==> src/rtl/fetch_pkg.sv <==
// Shared definitions for the fetch pipeline: state encoding and drain default.
// INSTRW and HALT_INSTR normally come from the project-wide defines; the guarded
// fallbacks below only apply when those defines have not been seen yet.
`ifndef INSTRW
`define INSTRW 32
`endif
`ifndef HALT_INSTR
`define HALT_INSTR 32'hFC00_0000
`endif

package fetch_pkg;

  typedef enum logic [1:0] {
    IDLE  = 2'd0,
    RUN   = 2'd1,
    DRAIN = 2'd2
  } fetch_state_e;

  // Matches the data-fetch halt delay so done lines up with halt_ex.
  localparam int DRAIN_CYC_DEF = 3;

endpackage

==> src/rtl/instr_fetch.sv <==
// Instruction fetch stage: streams one instruction per cycle from a
// synchronous-read instruction memory to data fetch, stops on halt_if or at the
// end of memory, then drains for the halt's flight time before signalling done.
module instr_fetch
  import fetch_pkg::*;
#(
  parameter int IM_AW     = 10,
  parameter int DRAIN_CYC = DRAIN_CYC_DEF,
  parameter int CNT_W     = 32
) (
  input  logic                clk,
  input  logic                rst,
  input  logic                start,
  input  logic [IM_AW-1:0]    pc_base,
  input  logic                pause,
  output logic                ren_im,
  output logic [IM_AW-1:0]    raddr_im,
  input  logic [`INSTRW-1:0]  instr_im,
  output logic                ins_valid,
  output logic [`INSTRW-1:0]  instr,
  input  logic                halt_if,
  output logic                busy,
  output logic                done,
  output logic                err,
  output logic [CNT_W-1:0]    icount
);

  localparam int DCW = $clog2(DRAIN_CYC + 1);
  localparam logic [DCW-1:0] DRAIN_LAST = DCW'(DRAIN_CYC - 1);

  fetch_state_e     state_q;
  logic [IM_AW-1:0] pc_q, pc_d;
  logic             last_q, last_d;
  logic             err_q;
  logic             ins_valid_q;
  logic [CNT_W-1:0] icount_q, icount_d;
  logic [DCW-1:0]   drain_q;
  logic             drain_end;
  logic             run_end;

  // Read issue, next pc/last and saturating count. halt_if only gates the
  // read enable; instr_im depends on the registered address, so no loop forms.
  always_comb begin
    ren_im   = (state_q == RUN) && !pause && !halt_if && !last_q;
    pc_d     = pc_q;
    last_d   = last_q;
    if (ren_im) begin
      if (pc_q == '1) begin
        last_d = 1'b1;
      end else begin
        pc_d = pc_q + IM_AW'(1);
      end
    end
    icount_d = icount_q;
    if (ins_valid_q && (icount_q != '1)) begin
      icount_d = icount_q + CNT_W'(1);
    end
    drain_end = (state_q == DRAIN) && (drain_q == DRAIN_LAST);
    run_end   = (state_q == RUN) && (halt_if || (ins_valid_q && last_q));
  end

  // Control FSM plus all fetch state; reset overrides every other event.
  always_ff @(posedge clk) begin
    if (rst) begin
      state_q     <= IDLE;
      pc_q        <= '0;
      last_q      <= 1'b0;
      err_q       <= 1'b0;
      ins_valid_q <= 1'b0;
      icount_q    <= '0;
      drain_q     <= '0;
    end else begin
      ins_valid_q <= ren_im;
      icount_q    <= icount_d;
      case (state_q)
        IDLE: begin
          if (start) begin
            state_q  <= RUN;
            pc_q     <= pc_base;
            last_q   <= 1'b0;
            err_q    <= 1'b0;
            icount_q <= '0;
          end
        end
        RUN: begin
          pc_q   <= pc_d;
          last_q <= last_d;
          if (run_end) begin
            state_q <= DRAIN;
            drain_q <= '0;
            if (!halt_if) begin
              err_q <= 1'b1;
            end
          end
        end
        DRAIN: begin
          if (drain_end) begin
            state_q <= IDLE;
          end else begin
            drain_q <= drain_q + DCW'(1);
          end
        end
        default: state_q <= IDLE;
      endcase
    end
  end

  assign raddr_im  = pc_q;
  assign ins_valid = ins_valid_q;
  assign instr     = ins_valid_q ? instr_im : '0;
  assign busy      = (state_q != IDLE);
  assign done      = drain_end;
  assign err       = err_q;
  assign icount    = icount_q;

endmodule

==> config.mk <==
export PLATFORM = sky130hd
export DESIGN_NAME = instr_fetch
export DESIGN_NICKNAME = d
export VERILOG_FILES = /design/src/rtl/fetch_pkg.sv /design/src/rtl/instr_fetch.sv
export SDC_FILE = /design/constraint.sdc
export NUM_CORES = 1
export LEC_CHECK = 0
export BUFFER_PORTS_ARGS = -buffer_cell sky130_fd_sc_hd__buf_2
export CAP_MARGIN = 25
export CORE_MARGIN = 1.5
export CORE_UTILIZATION = 40
export CTS_BUF_LIST = sky130_fd_sc_hd__clkbuf_2 sky130_fd_sc_hd__clkbuf_4 sky130_fd_sc_hd__clkbuf_8
export DETAILED_ROUTE_END_ITERATION = 16
export PLACE_DENSITY = 0.72
export REMOVE_ABC_BUFFERS = 1
export SLEW_MARGIN = 20
export SYNTH_ARGS = -nofsm -noshare
export SYNTH_HDL_FRONTEND = slang
export SYNTH_SLANG_ARGS = --single-unit
==> constraint.sdc <==
create_clock -name clk -period 2.3 [get_ports clk]
set_input_delay 0.23 -clock clk [delete_from_list [all_inputs] [get_ports clk]]
set_output_delay 0.23 -clock clk [all_outputs]
set_load 0.05 [all_outputs]
==> results.py, run 1 <==
metrics = {
    "run_status": {
        "status": "finished, final reports clean",
    },
    "setup_path": {
        "timing.rr.end": "icount[19]",
        "cp_data_required_time_ps": 2550,
        "critPathLaunchType": "flip-flop",
        "endpoint_kind": "flip-flop",
        "r2r_cells": 5,
        "slowest_delay_ps": 500,
        "crit_path_start": "icount[4]",
        "crit_path_max_fanout": 7,
        "cp.arrival_ps": 2430,
        "critPathKind": "reg2reg",
        "reg2reg_slack_ps": 120,
        "crit_chain": "nand4_4, or3_4, or4_1, or3_2, a21oi_1",
        "cp-endpoint": "icount[19]",
        "crit_slowest_cell": "dfxtp_1",
        "reg2reg_from": "icount[4]",
    },
    "grt": {
        "overflow": 0,
        "grt_first_pass_wirelength_um": 11600,
        "grt_max_degree": 36,
        "grt_usage": 0.190,
        "antenna_found_initial": 0,
        "grt_pass1_vias": 2454,
    },
    "synthesis": {
        "postSynthCellCount": 348,
        "synth.distinct_cells": 54,
        "syn_area_sq_um": 2800,
        "ys_seq_area_frac": 0.350,
        "ys.warnings.count": 0,
        "avgSynthCellArea_sq_um": 8.06,
        "synth_edf_count": 0,
        "synthArstFlopShare": 0,
        "ys.flop_type": "dfxtp_1",
        "ys_seq_elements": 49,
    },
    "sta": {
        "whs_ps": 177,
        "period_share": 0.949,
        "setup_viol": 0,
        "fin_skew_ps": 12.5,
        "timing.fmax_ghz": 0.458,
        "tns_ps": 0,
        "tightest_slew_ps": 670,
        "fin_crit_ps": 2180,
        "slew_headroom": 0.552,
        "hold_viol": 0,
        "slew_viol_final": 0,
    },
    "routing": {
        "dr.pass1.iters": 4,
        "post_drt_wl_per_cell_um": 12.8,
        "drt-total-wl_um": 7330,
        "viasPerCell": 5.35,
        "via_count": 3071,
        "drc_errors": 0,
        "ant_nets": 0,
        "drt_iter0_drc": 113,
    },
    "power_and_ir_drop": {
        "power.leakage_uw": 0.00155,
        "ir_worst_vdd_mv": 0.408,
        "pwr_density_cell_nw_per_um2": 472,
    },
    "cells_and_area": {
        "multi_input_area_sq_um": 1720,
        "area_growth_pct": 30.9,
        "fillers": 665,
        "regArea_sq_um": 981,
        "n_antenna_cell": 0,
        "fin_util": 0.540,
        "drive_above_1_share": 0.360,
        "nNetsFinal": 527,
    },
    "floorplan": {
        "die_height_um": 86.7,
        "start_util": 0.413,
        "dieArea_sq_um": 7520,
        "rows": 30,
        "die-width_um": 86.7,
        "coreArea_sq_um": 6790,
        "ios": 126,
    },
    "clock_tree": {
        "clk_latency_ps": 320,
        "clk_pin_slew_ps": 100,
        "cts_max_level": 2,
        "root_buffer": "clkbuf_8",
        "numCtsBuffers": 5,
        "clock_sinks": 49,
        "cts.path.max_buffers": 2,
        "cts_tree": "done",
    },
    "placed_design": {
        "portBuffers": 125,
        "place.gp.congestion": 0.781,
        "dp_hpwl_um": 5360,
    },
    "min_path": {
        "hp-class": "in2reg",
    },
    "run": {
        "maxCapViolations": 0,
    },
}
[through the flow]
step                      cells  area [sq um]  worst slack, ps  power, uW
final                       574          3670              116       1730
after global placement      566          3560              120       1210
after floorplan             332          2710             -362       1100
after detailed placement    566          3560             54.9       1210
after CTS                   574          3650             26.2       1740
after global routing        574          3670            -17.1       1800
[Yosys cell counts, types with 4 or more instances]
| cell | n | area share |
|---|---|---|
| xnor2_1 | 4 | 0.012 |
| o31ai_1 | 5 | 0.013 |
| and3_1 | 5 | 0.011 |
| nand4_1 | 10 | 0.022 |
| and2_1 | 33 | 0.074 |
| nor2_1 | 19 | 0.025 |
| nand3_1 | 14 | 0.025 |
| nand2_1 | 25 | 0.033 |
| inv_1 | 10 | 0.013 |
| nand2b_1 | 8 | 0.018 |
| or3_1 | 13 | 0.029 |
| clkbuf_1 | 9 | 0.012 |
| nor3_1 | 6 | 0.011 |
| dfxtp_1 | 49 | 0.35 |
| nor4_1 | 5 | 0.011 |
| or3_2 | 7 | 0.019 |
| a21oi_1 | 41 | 0.073 |
| o21ai_0 | 29 | 0.052 |
[layout make-up]
class	instances	share of cell area
clock buffer	5	0.0188
clock inverter	3	0.00580
inverter	10	0.0102
multi-input combinational	273	0.468
sequential	49	0.267
tap	96	0.0327
timing repair buffer	138	0.197
[kinds of logic (layout without fill, tap and decap cells)]
logic type	after synthesis	after routing	synth area share
AOI/OAI and AO/OA	102	102	0.234
adders and majority gates	3	3	0.0134
buffers and inverters	26	156	0.0460
xor gates and xnor gates	5	5	0.0156
and+or+nand+nor	163	163	0.341
DFF	49	49	0.350
[worst max-delay path, delay by kind of cell (launching register included)]
| kind | cells | cell delay [ps] |
|---|---|---|
| simple gates | 4 | 1470 |
| flops | 1 | 500 |
| compound gates | 1 | 140 |
[worst min path at each step]
stage               start  cells after the start     endpoint
6_report       pc_base[0]                      3  raddr_im[0]
5_1_grt        pc_base[0]                      3  raddr_im[0]
4_1_cts        pc_base[0]                      3  raddr_im[0]
3_5_place_dp   icount[30]                      2   icount[30]
3_3_place_gp   drain_q[1]                      2   drain_q[1]
2_1_floorplan         rst                      1  raddr_im[2]
[layout by cell type (no fill, tap or decap), types with 4 or more instances in the layout]
cell type / count
and3_1: 5
inv_1: 10
and2_1: 33
buf_2: 125
nand2_1: 25
nand3_1: 14
o21ai_0: 29
xnor2_1: 4
nand2b_1: 8
buf_4: 13
or3_2: 7
dfxtp_1: 49
nand4_1: 10
a21oi_1: 41
o31ai_1: 5
nor4_1: 4
nor2_1: 19
clkbuf_8: 5
or3_1: 13
nor3_1: 6
[flip-flops by register name (all words and copies together), names as in the netlist]
name and count:
raddr_im 10, state_q 2, drain_q 2, icount 32, err 1, last_q 1
ins_valid 1
[report_power, final]
group	switching [uW]	total [uW]	internal, uW
logic	199	296	97.2
registers	28.8	898	869
clock network	322	539	217
total	550	1730	1180
[routing by layer]
| metal | vias to the layer above | part of all wire | global-route usage | wire length [um] |
|---|---|---|---|---|
| met5 | - | 0 | 0 | 0 |
| met4 | 0 | 0.012 | 0.0601 | 89 |
| met3 | 8 | 0.061 | 0.0410 | 444 |
| met2 | 101 | 0.46 | 0.315 | 3360 |
| met1 | 1426 | 0.47 | 0.247 | 3440 |
| li1 | 1536 | - | - | - |
[what timing repair did]
| action | CTS | global route |
|---|---|---|
| gates resized for setup | 0 | 4 |
| buffers inserted | 0 | 0 |
| hold buffers | 0 | 0 |
| endpoints found under the setup margin | 0 | 23 |
Power figures use the tool's default switching activity.
==> run 2: changes to the inputs <==
--- a/config.mk
+++ b/config.mk
@@ -5,13 +5,14 @@
 export SDC_FILE = /design/constraint.sdc
 export NUM_CORES = 1
 export LEC_CHECK = 0
+export ABC_AREA = 1
 export BUFFER_PORTS_ARGS = -buffer_cell sky130_fd_sc_hd__buf_2
-export CAP_MARGIN = 25
+export CAP_MARGIN = 10
 export CORE_MARGIN = 1.5
 export CORE_UTILIZATION = 40
-export CTS_BUF_LIST = sky130_fd_sc_hd__clkbuf_2 sky130_fd_sc_hd__clkbuf_4 sky130_fd_sc_hd__clkbuf_8
+export CTS_BUF_LIST = sky130_fd_sc_hd__clkbuf_16
 export DETAILED_ROUTE_END_ITERATION = 16
-export PLACE_DENSITY = 0.72
+export PLACE_DENSITY = 0.7
 export REMOVE_ABC_BUFFERS = 1
 export SLEW_MARGIN = 20
 export SYNTH_ARGS = -nofsm -noshare
==> run 2 against run 1 <==
  * First-iteration DRC count increased by 65%
  * Total power increased by 20%
  * Synthesized cell count increased by 63%
  * Largest cell class unchanged
  * Highest routed layer unchanged
==> results.py, run 2 <==
metrics = {
    "floorplan": {
        "die_height_um": 92.4,
        "die-width_um": 92.4,
        "dieArea_sq_um": 8540,
        "start_util": 0.414,
        "ios": 126,
        "coreArea_sq_um": 7730,
        "rows": 32,
    },
    "setup_path": {
        "critPathKind": "reg2reg",
        "cp_data_required_time_ps": 2490,
        "critPathLaunchType": "flip-flop",
        "endpoint_kind": "flip-flop",
        "cp.arrival_ps": 2130,
        "crit_path_max_fanout": 11,
    },
    "sta": {
        "setup_ws_ps": 356,
        "period_share": 0.845,
        "tightest_slew_ps": 552,
        "setup_viol": 0,
        "fin_crit_ps": 1940,
        "rsz0062_at_grt": "no",
        "slew_viol_final": 0,
        "fin_skew_ps": 4.28,
        "timing.fmax_ghz": 0.514,
        "hold_viol": 0,
        "slew_headroom": 0.631,
        "tns_ps": 0,
    },
    "synthesis": {
        "synth_top_cell_area_share": 0.307,
        "netlist_top_cells_count": "187 x nand2_1, 104 x nor2_1, 88 x inv_1, 49 x dfxtp_1, 38 x nand3_1",
        "ys_seq_elements": 49,
        "postSynthCellCount": 566,
        "avgSynthCellArea_sq_um": 5.65,
        "synth_edf_count": 0,
        "ys.flop_type": "dfxtp_1",
        "yosys.area.top_type": "dfxtp_1",
        "synth.distinct_cells": 27,
        "ys.warnings.count": 0,
        "ys_top_cells_by_area": "dfxtp_1 31%, nand2_1 22%, nor2_1 12%",
        "ys_seq_area_frac": 0.307,
        "synth.most_common_cell": "nand2_1",
        "syn_area_sq_um": 3200,
        "synthArstFlopShare": 0,
    },
    "power_and_ir_drop": {
        "power.leakage_uw": 0.00226,
        "pwr_density_cell_nw_per_um2": 510,
        "ir_worst_vdd_mv": 0.378,
    },
    "routing": {
        "drt_iter0_drc": 186,
        "via_count": 3708,
        "ant_nets": 0,
        "drc_errors": 0,
        "drt-total-wl_um": 8700,
        "post_drt_wl_per_cell_um": 11.0,
        "dr.pass1.iters": 5,
        "viasPerCell": 4.69,
    },
    "grt": {
        "met2_usage": 0.359,
        "grt_first_pass_wirelength_um": 15000,
        "grt_max_degree": 44,
        "use_met3": 0.0402,
        "antenna_found_initial": 0,
        "overflow": 0,
        "grt_pass1_vias": 3473,
        "use_met1": 0.256,
        "grt_busiest_layer": "met2",
        "grt_usage": 0.210,
    },
    "clock_tree": {
        "cts.path.max_buffers": 2,
        "clk_pin_slew_ps": 70,
        "ctsResizeCount": 0,
        "numCtsBuffers": 5,
        "clock_sinks": 49,
        "cts_max_level": 2,
        "cts_tree": "done",
        "root_buffer": "clkbuf_16",
        "post-cts-setup-buffers": 0,
        "holdBufCountCts": 0,
        "clk_latency_ps": 290,
    },
    "run_status": {
        "status": "finished, final reports clean",
    },
    "placed_design": {
        "dp_hpwl_um": 6770,
        "postPlaceCellArea_sq_um": 3920,
        "pre_cts_ws_ps": 391,
        "place.gp.congestion": 0.954,
        "portBuffers": 125,
    },
    "cells_and_area": {
        "final_common_cell": "nand2_1",
        "design_area_sq_um": 4090,
        "drive_above_1_share": 0.226,
        "layout_common_cells": "187 x nand2_1, 125 x buf_2, 104 x nor2_1, 88 x inv_1, 49 x dfxtp_1",
        "largest_register_ffs": 32,
        "fin_util": 0.529,
        "area_growth_pct": 27.8,
        "nNetsFinal": 738,
        "n_antenna_cell": 0,
    },
    "min_path": {
        "hp-class": "in2reg",
    },
    "run": {
        "maxCapViolations": 0,
    },
}
[run 2: layer usage]
metal	wire, um	up-vias
li1	-	1977
met4	203	0
met1	4010	1616
met2	4050	94
met5	0	-
met3	437	21
[run 2: kinds of logic (layout without fill, tap and decap cells)]
family	count (synthesis)	count (layout)	synth area share
adders and majority gates	3	3	0.0117
AOI/OAI and AO/OA	46	46	0.0786
DFF	49	49	0.307
buffers and inverters	105	228	0.132
and+or+nand+nor	363	363	0.471
[run 2: final timing paths]
path	startpoint	end	slack (ps)	cells past startpoint
worst max-delay path	icount[1]	icount[1]	360	11
worst min-delay path	pc_base[2]	raddr_im[2]	240	3
worst max register to register	icount[1]	icount[1]	360	11
worst min register to register	drain_q[1]	drain_q[1]	470	2
[run 2: final cells by class]
type                       instances  area, sq um
clock buffer                       5          125
clock inverter                     3         41.3
fill                             803         3640
inverter                          89          334
multi-input combinational        412         1800
sequential                        49          981
tap                              102          128
timing repair buffer             131          683
[run 2: metrics by stage]
step           cells  power (uW)  hold slack, ps
2_1_floorplan    550        1150             299
3_3_place_gp     783        1270             457
3_5_place_dp     783        1270             464
4_1_cts          791        2100             227
5_1_grt          791        2180             254
6_report         791        2090             238
[run 2: critical path: stages (launching register included)]
cell and delay [ps]:
dfxtp_1 380, ha_1 190, inv_1 70, nor2_4 140, nand2_2 100, nor2_4 160
nand3_2 230, buf_4 260, nand2_1 100, inv_1 60, nor2_1 80, nor2_1 50
[run 2: where the power goes]
part / internal, uW / leakage [uW] / switching [uW]
clock network: 509 / 0.0000775 / 324
registers: 874 / 0.000397 / 25.9
logic: 107 / 0.00178 / 245
total: 1490 / 0.00226 / 595
==> run 3: changes to the inputs <==
==> constraint.sdc (replaced) <==
create_clock -name clk -period 1.68 [get_ports clk]
set_input_delay 0.168 -clock clk [delete_from_list [all_inputs] [get_ports clk]]
set_output_delay 0.168 -clock clk [all_outputs]
set_load 0.05 [all_outputs]
==> run 3 against run 2 <==
  * Worst setup slack worse by 330 ps
  * Clock power up 15%
  * Die area unchanged
  * Cell count up 2.9%
  * Wire length up 11%
  * Combinational power up 45%
  * Total power up 30%
  * Clock-buffer cell count unchanged
  * Flip-flop and latch count unchanged
  * Cell area up 7.1%
==> results.py, run 3 (synthesis results as in run 2) <==
metrics = {
    "run_status": {
        "status": "finished, final reports clean",
    },
    "sta": {
        "fin_skew_ps": 7.01,
        "tightest_slew_ps": 365,
        "setup_ws_ps": 22.6,
        "timing.fmax_ghz": 0.603,
        "hold_viol": 0,
        "slew_viol_final": 0,
        "slew_headroom": 0.755,
        "period_share": 0.987,
        "fin_crit_ps": 1660,
        "setup_viol": 0,
    },
    "floorplan": {
        "die_height_um": 92.4,
        "coreArea_sq_um": 7730,
        "ios": 126,
        "start_util": 0.414,
        "dieArea_sq_um": 8540,
        "rows": 32,
        "die-width_um": 92.4,
    },
    "run": {
        "maxCapViolations": 0,
    },
    "setup_path": {
        "crit_chain": "nand2_1, nor2_2, nand2_1, inv_1, nand3_4, clkbuf_16, a21oi_1, nor2_1",
        "crit_path_max_fanout": 24,
        "cp-endpoint": "icount[25]",
        "critPathKind": "reg2reg",
        "r2r_cells": 8,
        "cp.arrival_ps": 1850,
        "slowest_delay_ps": 420,
        "crit_slowest_cell": "dfxtp_1",
        "reg2reg_slack_ps": 20,
        "cp_data_required_time_ps": 1870,
        "timing.rr.end": "icount[25]",
        "crit_path_start": "icount[24]",
        "critPathLaunchType": "flip-flop",
        "reg2reg_from": "icount[24]",
        "critical_path.most_common_cell": "nand2_1",
        "endpoint_kind": "flip-flop",
    },
    "cells_and_area": {
        "nNetsFinal": 762,
        "final_cells": 814,
        "layout_common_cells": "185 x nand2_1, 125 x buf_2, 99 x nor2_1, 88 x inv_1, 38 x nand3_1",
        "fin_util": 0.567,
        "fillers": 766,
        "n_antenna_cell": 0,
        "design_area_sq_um": 4380,
        "drive_above_1_share": 0.287,
        "final_common_cell": "nand2_1",
        "area_growth_pct": 36.8,
        "largest_register_ffs": 32,
    },
    "clock_tree": {
        "cts_max_level": 2,
        "cts.path.max_buffers": 2,
        "clock_sinks": 49,
        "numCtsBuffers": 5,
        "cts_tree": "done",
        "holdBufCountCts": 0,
        "clk_latency_ps": 290,
        "root_buffer": "clkbuf_16",
        "clk_pin_slew_ps": 70,
    },
    "placed_design": {
        "dpl.cell_count": 803,
        "place.gp.congestion": 0.958,
        "dp_hpwl_um": 6960,
        "pre_cts_ws_ps": 39.2,
        "portBuffers": 125,
        "postPlaceCellArea_sq_um": 4080,
    },
    "routing": {
        "viasPerCell": 4.83,
        "dr.pass1.iters": 5,
        "ant_nets": 0,
        "drc_errors": 0,
        "via_count": 3932,
        "post_drt_wl_per_cell_um": 11.9,
        "drt-total-wl_um": 9660,
        "drt_iter0_drc": 280,
    },
    "grt": {
        "antenna_found_initial": 0,
        "grt_max_degree": 50,
        "grt_usage": 0.219,
        "grt_pass1_vias": 3642,
        "grt_first_pass_wirelength_um": 15500,
        "overflow": 0,
    },
    "power_and_ir_drop": {
        "ir_worst_vdd_mv": 0.438,
        "p_total_uw": 2700,
        "pwr_density_cell_nw_per_um2": 617,
        "power.leakage_uw": 0.00242,
    },
    "min_path": {
        "hp-class": "in2reg",
    },
}
run 3: metrics by stage:
step                      hold WS (ps)  setup TNS, ps
after floorplan                    237         -31720
after global placement             457              0
after detailed placement           473              0
after CTS                          182              0
after global routing               199           -623
final                              184              0
run 3: repair_timing:
item	4_1_cts	5_1_grt
setup endpoints to repair	0	66
resized for setup	0	32
buffers inserted	0	1
run 3: worst max-delay path, delay by kind of cell, from the launching register on:
kind                   cells  cell delay [ps]
buffers and inverters      2              360
AO/OA/AOI/OAI              1              150
flip-flops                 1              420
AND/OR/NAND/NOR            5              610
run 3: layout make-up:
| class | instances | area, sq um | share of cell area |
|---|---|---|---|
| clock buffers | 5 | 125 | 0.0286 |
| clock inverters | 2 | 7.51 | 0.00171 |
| inverters | 89 | 334 | 0.0763 |
| multi-input cells | 412 | 1850 | 0.423 |
| flip-flops and latches | 49 | 1000 | 0.229 |
| well taps | 102 | 128 | 0.0292 |
| repair buffers | 155 | 932 | 0.213 |
run 3: how the worst min path moves through the flow:
stage,startpoint,to,slack [ps],cells after the start
global placement,drain_q[1],drain_q[1],460,2
floorplan,rst,drain_q[1],240,1
finish,pc_base[2],raddr_im[2],180,3
global route,rst,state_q[1],200,2
detailed placement,raddr_im[5],raddr_im[5],470,2
CTS,pc_base[2],raddr_im[2],180,3
run 3: power breakdown:
| group | internal [uW] | switching [uW] |
|---|---|---|
| combinational | 168 | 342 |
| sequential | 1200 | 34.3 |
| clock | 534 | 425 |
| total | 1900 | 802 |
run 3: metal layers:
layer  wire length (um)  GRT usage  vias to the layer above  share of wire
li1                   -          -                     2019              -
met1               4120      0.257                     1751           0.43
met2               4740      0.388                      145           0.49
met3                654     0.0534                       17          0.068
met4                138     0.0679                        0          0.014
met5                  0          0                        -              0
